--- config.mk ---
export PLATFORM = sky130hd
export DESIGN_NAME = dma_port_slice
export DESIGN_NICKNAME = d
export VERILOG_FILES = /design/src/rtl/dma_slice_pkg.sv /design/src/rtl/dma_skid2.sv /design/src/rtl/dma_port_slice.sv
export SDC_FILE = /design/constraint.sdc
export NUM_CORES = 1
export LEC_CHECK = 0
export CAP_MARGIN = 20
export CORE_MARGIN = 5
export CORE_UTILIZATION = 39
export CTS_CLUSTER_DIAMETER = 40
export CTS_CLUSTER_SIZE = 12
export DETAILED_ROUTE_END_ITERATION = 10
export PLACE_DENSITY = 0.7
export REMOVE_ABC_BUFFERS = 1
export SLEW_MARGIN = 20
export SYNTH_ARGS = -nofsm -noshare
export SYNTH_HDL_FRONTEND = slang
export SYNTH_HIERARCHICAL = 1
export SYNTH_SLANG_ARGS = --single-unit
--- constraint.sdc ---
create_clock -name clk_i -period 2.75 [get_ports clk_i]
set_clock_uncertainty 0.05 [all_clocks]
set_input_delay 0.55 -clock clk_i [delete_from_list [all_inputs] [get_ports clk_i]]
set_output_delay 0.55 -clock clk_i [all_outputs]
set_load 0.1 [all_outputs]
--- src/rtl/dma_slice_pkg.sv ---
// Shared types for the DMA port slice: request FSM states, default widths and
// the request next-state function used by both directions.
package dma_slice_pkg;

    localparam int unsigned DefDataW = 64;
    localparam int unsigned DefAddrW = 32;
    localparam int unsigned DefSizeW = 16;

    typedef enum logic [1:0] {
        StIdle,
        StIssue,
        StWait,
        StRun
    } dma_state_e;

    // busy is the registered copy of the DMA engine's busy flag.
    function automatic dma_state_e req_next_state(input dma_state_e state,
                                                  input logic       areq,
                                                  input logic       busy);
        dma_state_e nxt;
        nxt = state;
        unique case (state)
            StIdle:  if (areq) nxt = StIssue;
            StIssue: nxt = StWait;
            StWait:  if (busy) nxt = StRun;
            StRun:   if (!busy) nxt = StIdle;
            default: nxt = StIdle;
        endcase
        return nxt;
    endfunction

endpackage

--- src/rtl/dma_skid2.sv ---
// Two-entry beat FIFO with registered source-side ready; no combinational
// path from any input to any output.
module dma_skid2 #(
    parameter int unsigned DATA_W = 64
) (
    input  logic              clk_i,
    input  logic              rst_i,
    input  logic [DATA_W-1:0] src_data_i,
    input  logic              src_valid_i,
    output logic              src_ready_o,
    output logic [DATA_W-1:0] dst_data_o,
    output logic              dst_valid_o,
    input  logic              dst_ready_i
);

    logic [DATA_W-1:0] mem_q [2];
    logic              wr_ptr_q;
    logic              rd_ptr_q;
    logic [1:0]        count_q;
    logic [1:0]        count_d;
    logic              ready_q;
    logic              push;
    logic              pop;

    assign push        = src_valid_i && ready_q;
    assign pop         = dst_valid_o && dst_ready_i;
    assign src_ready_o = ready_q;
    assign dst_valid_o = (count_q != 2'd0);
    assign dst_data_o  = mem_q[rd_ptr_q];

    always_comb begin
        count_d = count_q;
        if (push && !pop) begin
            count_d = count_q + 2'd1;
        end else if (pop && !push) begin
            count_d = count_q - 2'd1;
        end
    end

    always_ff @(posedge clk_i) begin
        if (rst_i) begin
            mem_q[0] <= '0;
            mem_q[1] <= '0;
            wr_ptr_q <= 1'b0;
            rd_ptr_q <= 1'b0;
            count_q  <= 2'd0;
            ready_q  <= 1'b0;
        end else begin
            if (push) begin
                mem_q[wr_ptr_q] <= src_data_i;
                wr_ptr_q        <= ~wr_ptr_q;
            end
            if (pop) begin
                rd_ptr_q <= ~rd_ptr_q;
            end
            count_q <= count_d;
            ready_q <= (count_d < 2'd2);
        end
    end

endmodule

--- src/rtl/dma_port_slice.sv ---
// Register slice between a core and a DMA engine: per-direction request FSM plus
// two-entry beat FIFOs. Define DMA_SLICE_STATS_EN to add beat counters.
module dma_port_slice
    import dma_slice_pkg::*;
#(
    parameter int unsigned DATA_W = DefDataW,
    parameter int unsigned ADDR_W = DefAddrW,
    parameter int unsigned SIZE_W = DefSizeW
) (
    input  logic                     clk_i,
    input  logic                     rst_i,
    input  logic                     core_rareq_i,
    input  logic [SIZE_W+ADDR_W-1:0] core_rdesc_i,
    output logic                     core_rbusy_o,
    output logic                     dma_rareq_o,
    output logic [SIZE_W+ADDR_W-1:0] dma_rdesc_o,
    input  logic                     dma_rbusy_i,
    input  logic [DATA_W-1:0]        dma_rdata_i,
    input  logic                     dma_rvalid_i,
    output logic                     dma_rready_o,
    output logic [DATA_W-1:0]        core_rdata_o,
    output logic                     core_rvalid_o,
    input  logic                     core_rready_i,
    input  logic                     core_wareq_i,
    input  logic [SIZE_W+ADDR_W-1:0] core_wdesc_i,
    output logic                     core_wbusy_o,
    output logic                     dma_wareq_o,
    output logic [SIZE_W+ADDR_W-1:0] dma_wdesc_o,
    input  logic                     dma_wbusy_i,
    input  logic [DATA_W-1:0]        core_wdata_i,
    input  logic                     core_wvalid_i,
    output logic                     core_wready_o,
    output logic [DATA_W-1:0]        dma_wdata_o,
    output logic                     dma_wvalid_o,
    input  logic                     dma_wready_i
`ifdef DMA_SLICE_STATS_EN
    ,
    output logic [31:0]              stat_rbeats_o,
    output logic [31:0]              stat_wbeats_o
`endif
);

    localparam int unsigned DESC_W = SIZE_W + ADDR_W;

    dma_state_e        rstate_q, rstate_d;
    dma_state_e        wstate_q, wstate_d;
    logic              rbusy_q, wbusy_q;
    logic [DESC_W-1:0] rdesc_q, wdesc_q;

    always_comb begin
        rstate_d = req_next_state(rstate_q, core_rareq_i, rbusy_q);
        wstate_d = req_next_state(wstate_q, core_wareq_i, wbusy_q);
    end

    // Descriptors are captured only on the Idle->Issue edge.
    always_ff @(posedge clk_i) begin
        if (rst_i) begin
            rstate_q <= StIdle;
            wstate_q <= StIdle;
            rbusy_q  <= 1'b0;
            wbusy_q  <= 1'b0;
            rdesc_q  <= '0;
            wdesc_q  <= '0;
        end else begin
            rstate_q <= rstate_d;
            wstate_q <= wstate_d;
            rbusy_q  <= dma_rbusy_i;
            wbusy_q  <= dma_wbusy_i;
            if (rstate_q == StIdle && core_rareq_i) rdesc_q <= core_rdesc_i;
            if (wstate_q == StIdle && core_wareq_i) wdesc_q <= core_wdesc_i;
        end
    end

    assign dma_rareq_o  = (rstate_q == StIssue);
    assign dma_wareq_o  = (wstate_q == StIssue);
    assign core_rbusy_o = (rstate_q != StIdle);
    assign core_wbusy_o = (wstate_q != StIdle);
    assign dma_rdesc_o  = rdesc_q;
    assign dma_wdesc_o  = wdesc_q;

    dma_skid2 #(
        .DATA_W (DATA_W)
    ) u_rd_fifo (
        .clk_i       (clk_i),
        .rst_i       (rst_i),
        .src_data_i  (dma_rdata_i),
        .src_valid_i (dma_rvalid_i),
        .src_ready_o (dma_rready_o),
        .dst_data_o  (core_rdata_o),
        .dst_valid_o (core_rvalid_o),
        .dst_ready_i (core_rready_i)
    );

    dma_skid2 #(
        .DATA_W (DATA_W)
    ) u_wr_fifo (
        .clk_i       (clk_i),
        .rst_i       (rst_i),
        .src_data_i  (core_wdata_i),
        .src_valid_i (core_wvalid_i),
        .src_ready_o (core_wready_o),
        .dst_data_o  (dma_wdata_o),
        .dst_valid_o (dma_wvalid_o),
        .dst_ready_i (dma_wready_i)
    );

`ifdef DMA_SLICE_STATS_EN
    logic [31:0] stat_rbeats_q, stat_wbeats_q;

    always_ff @(posedge clk_i) begin
        if (rst_i) begin
            stat_rbeats_q <= 32'd0;
            stat_wbeats_q <= 32'd0;
        end else begin
            if (core_rvalid_o && core_rready_i) stat_rbeats_q <= stat_rbeats_q + 32'd1;
            if (dma_wvalid_o && dma_wready_i)   stat_wbeats_q <= stat_wbeats_q + 32'd1;
        end
    end

    assign stat_rbeats_o = stat_rbeats_q;
    assign stat_wbeats_o = stat_wbeats_q;
`endif

endmodule

# After elaboration in Yosys (flattened, before gate mapping)
# Memory sizes are Yosys's and may differ from the RTL's. A register that Yosys moved wholly into a read port is not among the register bits.
# Cells that the tools add are included.
dict set report op_classes {
  n_addsub 4
  n_lt_le_gt_ge 2
  n_eq_ne 12
  n_mux 30
  n_bitwise 4
  reduce_logical 24
}
# cell count
set op_table {}
lappend op_table {{64-bit two-way mux} 2}
lappend op_table {{64-bit OR reduction} 2}
lappend op_table {{2-bit two-way mux} 10}
lappend op_table {{1-bit two-way mux} 16}
lappend op_table {{2-bit case mux with 4 select lines} 2}
lappend op_table {{2-bit != test, second input constant} 6}
lappend op_table {{1-bit logical AND} 10}
lappend op_table {{2-bit == test, second input constant} 4}
lappend op_table {{2-bit nonzero test} 4}
lappend op_table {{3-bit AND reduction} 2}
lappend op_table {{2-bit by 1-bit adder with 2-bit output, second input constant} 2}
lappend op_table {{2-bit by 1-bit == test with 1-bit output, second input constant} 2}
lappend op_table {{1-bit logical NOT} 4}
lappend op_table {{2-bit logical NOT} 2}
lappend op_table {{2-bit < comparator, second input constant} 2}
lappend op_table {{1-bit inverter} 4}
lappend op_table {{2-bit by 1-bit subtractor with 2-bit output, second input constant} 2}
dict set report word_totals {
  regBits 112
  mem_bits_rw 256
  inputBits 234
  output_inout_bits 232
  word_cells 92
  memories 2
}
# memory words word_bits rd rd_clocked_by_memory_dff wr line
set mem_list {}
lappend mem_list {u_rd_fifo.mem_q 2 64 1 1 2 dma_skid2.sv:16} ;# logic [DATA_W-1:0] mem_q [2];
lappend mem_list {u_wr_fifo.mem_q 2 64 1 1 2 dma_skid2.sv:16}

# Depth between registers and ports, before layout
# Gate-level depths: netlist of run 1.
dict set report depth {
  ltp_word 6
  depth_mapped 9
  mapped_depth_nobuf 9
}

# By module
# Netlist of run 1, hierarchy kept.
# mod n_inst cells_each area_each_um2 seq_area_each_um2
set modules_own_cells {}
lappend modules_own_cells {dma_skid2 2 396 6019.5 3963.8}
lappend modules_own_cells {dma_port_slice 1 456 3666.0 2042.0}

# Worst setup path after synthesis of run 1
# Ideal clock, no wire load.
dict set report synth_timing {
  path_kind {flip-flop to flip-flop}
  from {register u_rd_fifo.ready_q, in the netlist u_rd_fifo/src_ready_o}
  to {memory u_rd_fifo.mem_q[0][0], enable pin}
  setup_ns 0.432
  t_arrival_ns 2.895
  required_time_ns 2.268
  path_slack_ns -0.627
  path_stages_with_launch 5
  n_path_buf 1
  period_less_slack_ns 3.377
  cell_sequence {dfxtp_1 -> nor2b_1 -> buf_4 -> nand2_1 -> nand2b_1}
}
# element line
set synth_lines {}
lappend synth_lines {{start, declared} dma_skid2.sv:21} ;# logic ready_q;
lappend synth_lines {{start signal, assigned} dma_skid2.sv:57} ;# ready_q <= (count_d < 2'd2);
lappend synth_lines {{end, declared} dma_skid2.sv:16}

==> results.py, run 1 <==
metrics = {
    "clocking": {
        "cts_buffers": 52,
        "cts_hold_buf": 0,
        "cts_max_level": 2,
        "cts_root_buf": "clkbuf_16",
        "cts_sinks": 370,
        "clockBufferDepth": 3,
        "cts_tree": "built",
        "cts.repair.resized": 0,
        "cts_setup_buffers": 0,
        "clk_latency_ps": 560,
        "clkTransAtPathRegs_ps": 50,
    },
    "power": {
        "switching_share": 0.425,
        "pwr-share-clk": 0.281,
        "p_int_mw": 13.8,
        "seqPwrFrac": 0.291,
        "powerDensity_mw_per_mm2": 1050,
        "finalPower_mw": 24.0,
        "pwr-share-comb": 0.429,
        "power.switching_mw": 10.2,
        "leakage_nw": 9.93,
        "ir_drop_mv": 1.17,
    },
    "timing": {
        "slew-limit-headroom": 0.584,
        "final-hold-violation-count": 0,
        "slew_viol_final": 0,
        "final.period_utilization": 0.950,
        "fmax_ghz": 0.383,
        "period_minus_slack_ps": 2610,
        "finalHoldWorstSlack_ps": 355,
        "setup_violations": 0,
        "rsz0062_at_grt": "no",
        "tightest_slew_ps": 624,
    },
    "floorplan": {
        "core_mm2": 0.0398,
        "die_w_um": 211,
        "die_area_mm2": 0.0444,
        "num_io_pins": 466,
        "rows": 73,
        "die_y_um": 211,
        "initial_core_util": 0.394,
    },
    "final_layout": {
        "regArea_mm2": 0.00997,
        "areaGrowthSynthToFinish_pct": 46.2,
        "utilization": 0.577,
        "layout_common_cells": "and3_1, edfxtp_1, clkdlybuf4s50_1",
        "final_layout_size_suffix_gt1_frac": 0.285,
        "fill_cells": 3223,
        "design_area_mm2": 0.0230,
        "multi_input_area_mm2": 0.00487,
        "layout.cells.non_filler": 2261,
        "final_nets": 1938,
    },
    "place": {
        "dpl_cell_area_mm2": 0.0212,
        "port_buffers": 465,
        "dp_hpwl_um": 29900,
        "dp_cells": 2161,
        "gp_congestion": 0.791,
    },
    "critical_path": {
        "endpoint": "core_rdata_o[23]",
        "start_kind": "flop",
        "reg2reg_to": "dma_rdesc_o[25]",
        "worstPathArrival_ps": 2010,
        "r2r_start": "rstate_q[1]",
        "endpoint_kind": "output pin",
        "reg2regPathDepth": 6,
        "path_class": "reg -> out",
        "required_ps": 2150,
        "cp_max_fo": 43,
        "rrSetupSlack_ps": 1070,
    },
    "detailed_routing": {
        "wl_per_cell_um": 19.4,
        "vias_per_cell": 4.97,
        "num_vias": 11200,
        "routed_wl_um": 43900,
        "antenna_left": 0,
        "drc": 0,
        "drt_first_pass_iters": 7,
        "initialDrtViolationCount": 570,
    },
    "synth": {
        "synth-compound-area-share": 0.0398,
        "ys_ff_latch": 370,
        "synth_area_leaders": "edfxtp_1, dfxtp_1, and3_1",
        "synthAdderAreaFrac": 0.0112,
        "synth.cell_area_mm2": 0.0157,
        "synthSimpleGateAreaFrac": 0.163,
        "synth_top_family_by_area": "simple AND/OR/NAND/NOR gates",
        "netlist_instances": 1248,
        "syn_avg_cell_area_um2": 12.6,
        "yosysTopAreaCellShare": 0.489,
        "synthXorXnorAreaFrac": 0.00112,
        "synth.area.mux_share": 0.0937,
        "ys_types": 32,
        "synth_warnings": 6,
        "synth_area_leader_cell": "edfxtp_1",
        "seq_area_frac_synth": 0.635,
    },
    "job": {
        "drv_cap": 0,
    },
    "global_route": {
        "grt_pass1_wl_um": 66200,
        "grt_util_all_layers": 0.189,
        "grt_max_degree": 129,
        "grt-ovfl-total": 0,
        "grt_pass1_vias": 11700,
        "antenna_found_initial": 7,
    },
    "outcome": {
        "status": "finished clean",
    },
    "worst_hold_path": {
        "hp-class": "in -> reg",
    },
}
-- logic make-up (layout without fill, tap and decap cells) --
| kind of cell | count (synthesis) | after routing |
|---|---|---|
| AND/OR/NAND/NOR | 492 | 492 |
| flip-flops | 370 | 370 |
| multiplexers | 130 | 130 |
| buffers and inverters | 122 | 604 |
| AO/OA/AOI/OAI | 118 | 118 |
| adder cells (fa/ha/maj) | 14 | 14 |
| XOR/XNOR | 2 | 2 |
| other | 0 | 6 |
-- power groups by stage --
stage	registers [mW]	clock network, mW	logic, mW
floorplan	9.01	0	5.19
global placement	7.05	0	10.3
detailed placement	7.09	0	10.4
CTS	6.99	6.90	10.4
global route	7.05	7.15	10.7
finish	6.98	6.74	10.3
-- cell usage after synthesis (all sizes together) --
| library cell | instances |
|---|---|
| a21o | 2 |
| a21oi | 104 |
| a221oi | 2 |
| a31oi | 2 |
| and2 | 4 |
| and2b | 2 |
| and3 | 256 |
| buf | 75 |
| clkbuf | 28 |
| dfxtp | 114 |
| edfxtp | 256 |
| ha | 14 |
| inv | 19 |
| mux2 | 130 |
| nand2 | 206 |
| nand2b | 4 |
| nor2 | 10 |
| nor2b | 6 |
| nor3 | 2 |
| o21ai | 4 |
| o311a | 2 |
| o31ai | 2 |
| or4b | 2 |
| xnor2 | 2 |
-- stage by stage --
stage               worst slack (ps)  setup TNS [ps]
finish                           138               0
global placement                 571               0
CTS                             63.3               0
floorplan                      -1900         -363590
detailed placement               530               0
global route                    29.5               0
-- cell type report --
class | instances | share of cell area
flip-flops and latches | 370 | 0.434
repair buffers | 491 | 0.243
multi-input cells | 756 | 0.212
clock buffers | 62 | 0.0631
well taps | 525 | 0.0286
clock inverters | 32 | 0.0149
inverters | 19 | 0.00311
diodes | 6 | 0.000654
-- routing by layer --
| layer | GRT usage | vias to the layer above | part of all wire |
|---|---|---|---|
| met1 | 0.215 | 5398 | 0.38 |
| met2 | 0.329 | 381 | 0.51 |
| met4 | 0.0794 | 2 | 0.032 |
| met5 | 0 | - | 0.00025 |
| li1 | - | 5374 | - |
| met3 | 0.0594 | 78 | 0.077 |
-- critical path: stages, from the launching register on --
cell,delay (ps)
dfxtp_2,530
buf_12,300
mux2_2,410
buf_12,170
-- flip-flops by register name (all words and copies together), names as in the netlist, named ones only --
name	count
u_rd_fifo/mem_q	128
u_wr_fifo/mem_q	128
dma_rdesc_o	48
dma_wdesc_o	48
rstate_q	2
wstate_q	2
rbusy_q	1
u_rd_fifo/count_q	1
u_rd_fifo/rd_ptr_q	1
u_rd_fifo/src_ready_o	1
u_rd_fifo/wr_ptr_q	1
u_wr_fifo/count_q	1
u_wr_fifo/rd_ptr_q	1
u_wr_fifo/src_ready_o	1
u_wr_fifo/wr_ptr_q	1
wbusy_q	1
-- worst min path at each step --
| stage | from | endpoint | slack, ps | cells after the start |
|---|---|---|---|---|
| final | rst_i | flop | 350 | 2 |
| after global routing | rst_i | flop | 340 | 2 |
| after global placement | dma_rdesc_o[40] | dma_rdesc_o[40] | 390 | 2 |
| after CTS | rst_i | flop | 310 | 2 |
| after floorplan | u_rd_fifo/wr_ptr_q | u_rd_fifo/wr_ptr_q | 390 | 2 |
| after detailed placement | dma_rdesc_o[18] | dma_rdesc_o[18] | 400 | 2 |
No activity file was read; power rests on OpenSTA's default activity.
==> run 2, diff against run 1 <==
--- a/config.mk
+++ b/config.mk
@@ -5,6 +5,7 @@
 export SDC_FILE = /design/constraint.sdc
 export NUM_CORES = 1
 export LEC_CHECK = 0
+export ABC_AREA = 1
 export CAP_MARGIN = 20
 export CORE_MARGIN = 5
 export CORE_UTILIZATION = 39
@@ -13,7 +14,6 @@
 export DETAILED_ROUTE_END_ITERATION = 10
 export PLACE_DENSITY = 0.7
 export REMOVE_ABC_BUFFERS = 1
-export SLEW_MARGIN = 20
 export SYNTH_ARGS = -nofsm -noshare
 export SYNTH_HDL_FRONTEND = slang
 export SYNTH_HIERARCHICAL = 1
==> run 2 against run 1 <==
  * Sequential cell count unchanged
  * Total power down 2.7%
  * Hold slack better by 78 ps
  * Critical path depth unchanged
  * First-iteration DRC count down 12%
  * Die area up 0.44%
  * Area after synthesis up 0.46%
  * Count of clock-buffer cells in the layout down 5
  * Via count down 0.91%
  * Core utilization down 2.0 points
  * Sequential power up 1%
  * Highest routed layer is now met4
==> results.py, run 2 <==
metrics = {
    "outcome": {
        "status": "finished clean",
    },
    "floorplan": {
        "die_area_mm2": 0.0446,
        "core_mm2": 0.0399,
        "rows": 73,
        "num_io_pins": 466,
        "die_y_um": 211,
        "initial_core_util": 0.395,
        "die_w_um": 211,
    },
    "clocking": {
        "cts_root_buf": "clkbuf_16",
        "clockBufferDepth": 3,
        "cts_setup_buffers": 0,
        "cts_buffers": 50,
        "clkTransAtPathRegs_ps": 50,
        "clk_latency_ps": 570,
        "cts.repair.resized": 0,
        "cts_tree": "built",
        "cts_sinks": 370,
        "cts_hold_buf": 0,
        "cts_max_level": 2,
    },
    "power": {
        "finalPower_mw": 23.4,
        "leakage_nw": 9.57,
        "powerDensity_mw_per_mm2": 1050,
        "ir_drop_mv": 0.892,
    },
    "place": {
        "dp_cells": 2333,
        "gp_congestion": 0.792,
        "dpl_cell_area_mm2": 0.0205,
        "dp_hpwl_um": 28600,
        "port_buffers": 465,
    },
    "synth": {
        "synth_common_cells": "nor2_1, edfxtp_1, inv_1",
        "synth_area_leader_cell": "edfxtp_1",
        "synth-async-reset-ratio": 0,
        "ys_ff_latch": 370,
        "seq_area_frac_synth": 0.632,
        "synth_warnings": 6,
        "synth_edf_count": 256,
        "yosysMostFrequentCell": "nor2_1",
        "synth_area_leaders": "edfxtp_1, dfxtp_1, nor2_1",
        "syn_avg_cell_area_um2": 11.3,
        "ys.flop_type": "edfxtp_1",
        "synth.cell_area_mm2": 0.0158,
        "netlist_instances": 1393,
        "yosysTopAreaCellShare": 0.487,
        "ys_types": 20,
    },
    "final_layout": {
        "design_area_mm2": 0.0222,
        "layout.cells.non_filler": 2427,
        "final_layout_size_suffix_gt1_frac": 0.286,
        "final_nets": 2109,
        "fill_cells": 3367,
        "utilization": 0.557,
        "mostFrequentLayoutCell": "nor2_1",
        "largestRegisters": "u_rd_fifo/mem_q (128), u_wr_fifo/mem_q (128)",
        "areaGrowthSynthToFinish_pct": 40.9,
        "layout_common_cells": "nor2_1, edfxtp_1, clkdlybuf4s50_1",
    },
    "timing": {
        "rsz0062_at_grt": "no",
        "slew_viol_final": 0,
        "slew-limit-headroom": 0.663,
        "finalHoldWorstSlack_ps": 433,
        "period_minus_slack_ps": 2640,
        "final.period_utilization": 0.961,
        "setup_violations": 0,
        "final-hold-violation-count": 0,
        "fmax_ghz": 0.378,
        "tightest_slew_ps": 506,
    },
    "critical_path": {
        "r2r_start": "u_rd_fifo/src_ready_o",
        "cp_max_fo": 27,
        "worstPathArrival_ps": 2040,
        "endpoint_kind": "output pin",
        "start_kind": "flop",
        "required_ps": 2150,
        "path_class": "reg -> out",
    },
    "detailed_routing": {
        "initialDrtViolationCount": 501,
        "drc": 0,
        "wl_per_cell_um": 16.9,
        "routed_wl_um": 40900,
        "drt_first_pass_iters": 4,
        "num_vias": 11100,
        "vias_per_cell": 4.59,
        "antenna_left": 0,
    },
    "worst_hold_path": {
        "min_from": "dma_rdesc_o[29]",
        "hp-class": "reg -> reg",
    },
    "global_route": {
        "grt_util_all_layers": 0.177,
        "grt_pass1_wl_um": 62700,
        "grt_pass1_vias": 11600,
        "grt_max_degree": 101,
        "grt-ovfl-total": 0,
        "antenna_found_initial": 1,
    },
    "job": {
        "drv_cap": 0,
    },
}
## run 2: worst max-delay path: stages (launching register included)
cell and delay, ps:
dfxtp_2 560, clkbuf_16 310, mux2_2 360, buf_4 230
## run 2: per-stage QoR
stage | setup slack [ps] | TNS (ps)
after global routing | 13.7 | 0
after detailed placement | 406 | 0
final | 107 | 0
after CTS | 35.4 | 0
after floorplan | -2850 | -763150
after global placement | 407 | 0
## run 2: worst paths after layout
kind / end / slack, ps / depth (start not counted)
setup / recovery: core_rdata_o[1] / 110 / 3
hold / removal: dma_rdesc_o[29] / 430 / 2
setup reg to reg: u_rd_fifo/mem_q[0][45] / 1130 / 5
hold reg to reg: dma_rdesc_o[29] / 430 / 2
## run 2: final cells by class
type                    count  area (um^2)  area share
flip-flops and latches    370         9970       0.449
repair buffers            488         4730       0.213
multi-input cells         778         4540       0.204
clock buffers              57         1300      0.0585
well taps                 525          657      0.0296
inverters                 173          649      0.0292
clock inverters            35          377      0.0169
diodes                      1         2.50    0.000113
## run 2: routing by layer
layer  global-route usage  share of wire
met1                0.203           0.38
met2                0.308           0.51
met3               0.0636          0.085
met4               0.0581          0.027
met5                    0              0
## run 2: cells by family (layout without fill, tap and decap cells)
logic type | Yosys count | after routing | synth area share
fa+ha+maj | 14 | 14 | 0.0111
flops | 370 | 370 | 0.632
other cells | 0 | 1 | 0
mux | 128 | 128 | 0.0914
buf+inv | 245 | 753 | 0.0825
simple gates | 534 | 534 | 0.151
compound gates | 102 | 102 | 0.0324
## run 2: where the power goes
group	switching [mW]	internal [mW]	total [mW]
Combinational	7.59	2.31	9.90
Clock	2.47	3.93	6.40
Sequential	0.343	6.74	7.08
==> run 3, diff against run 2 <==
--- a/config.mk
+++ b/config.mk
@@ -6,7 +6,6 @@
 export NUM_CORES = 1
 export LEC_CHECK = 0
 export ABC_AREA = 1
-export CAP_MARGIN = 20
 export CORE_MARGIN = 5
 export CORE_UTILIZATION = 39
 export CTS_CLUSTER_DIAMETER = 40
==> results of run 3 <==
Final layout, timing and power as in run 2 (identical DEF).
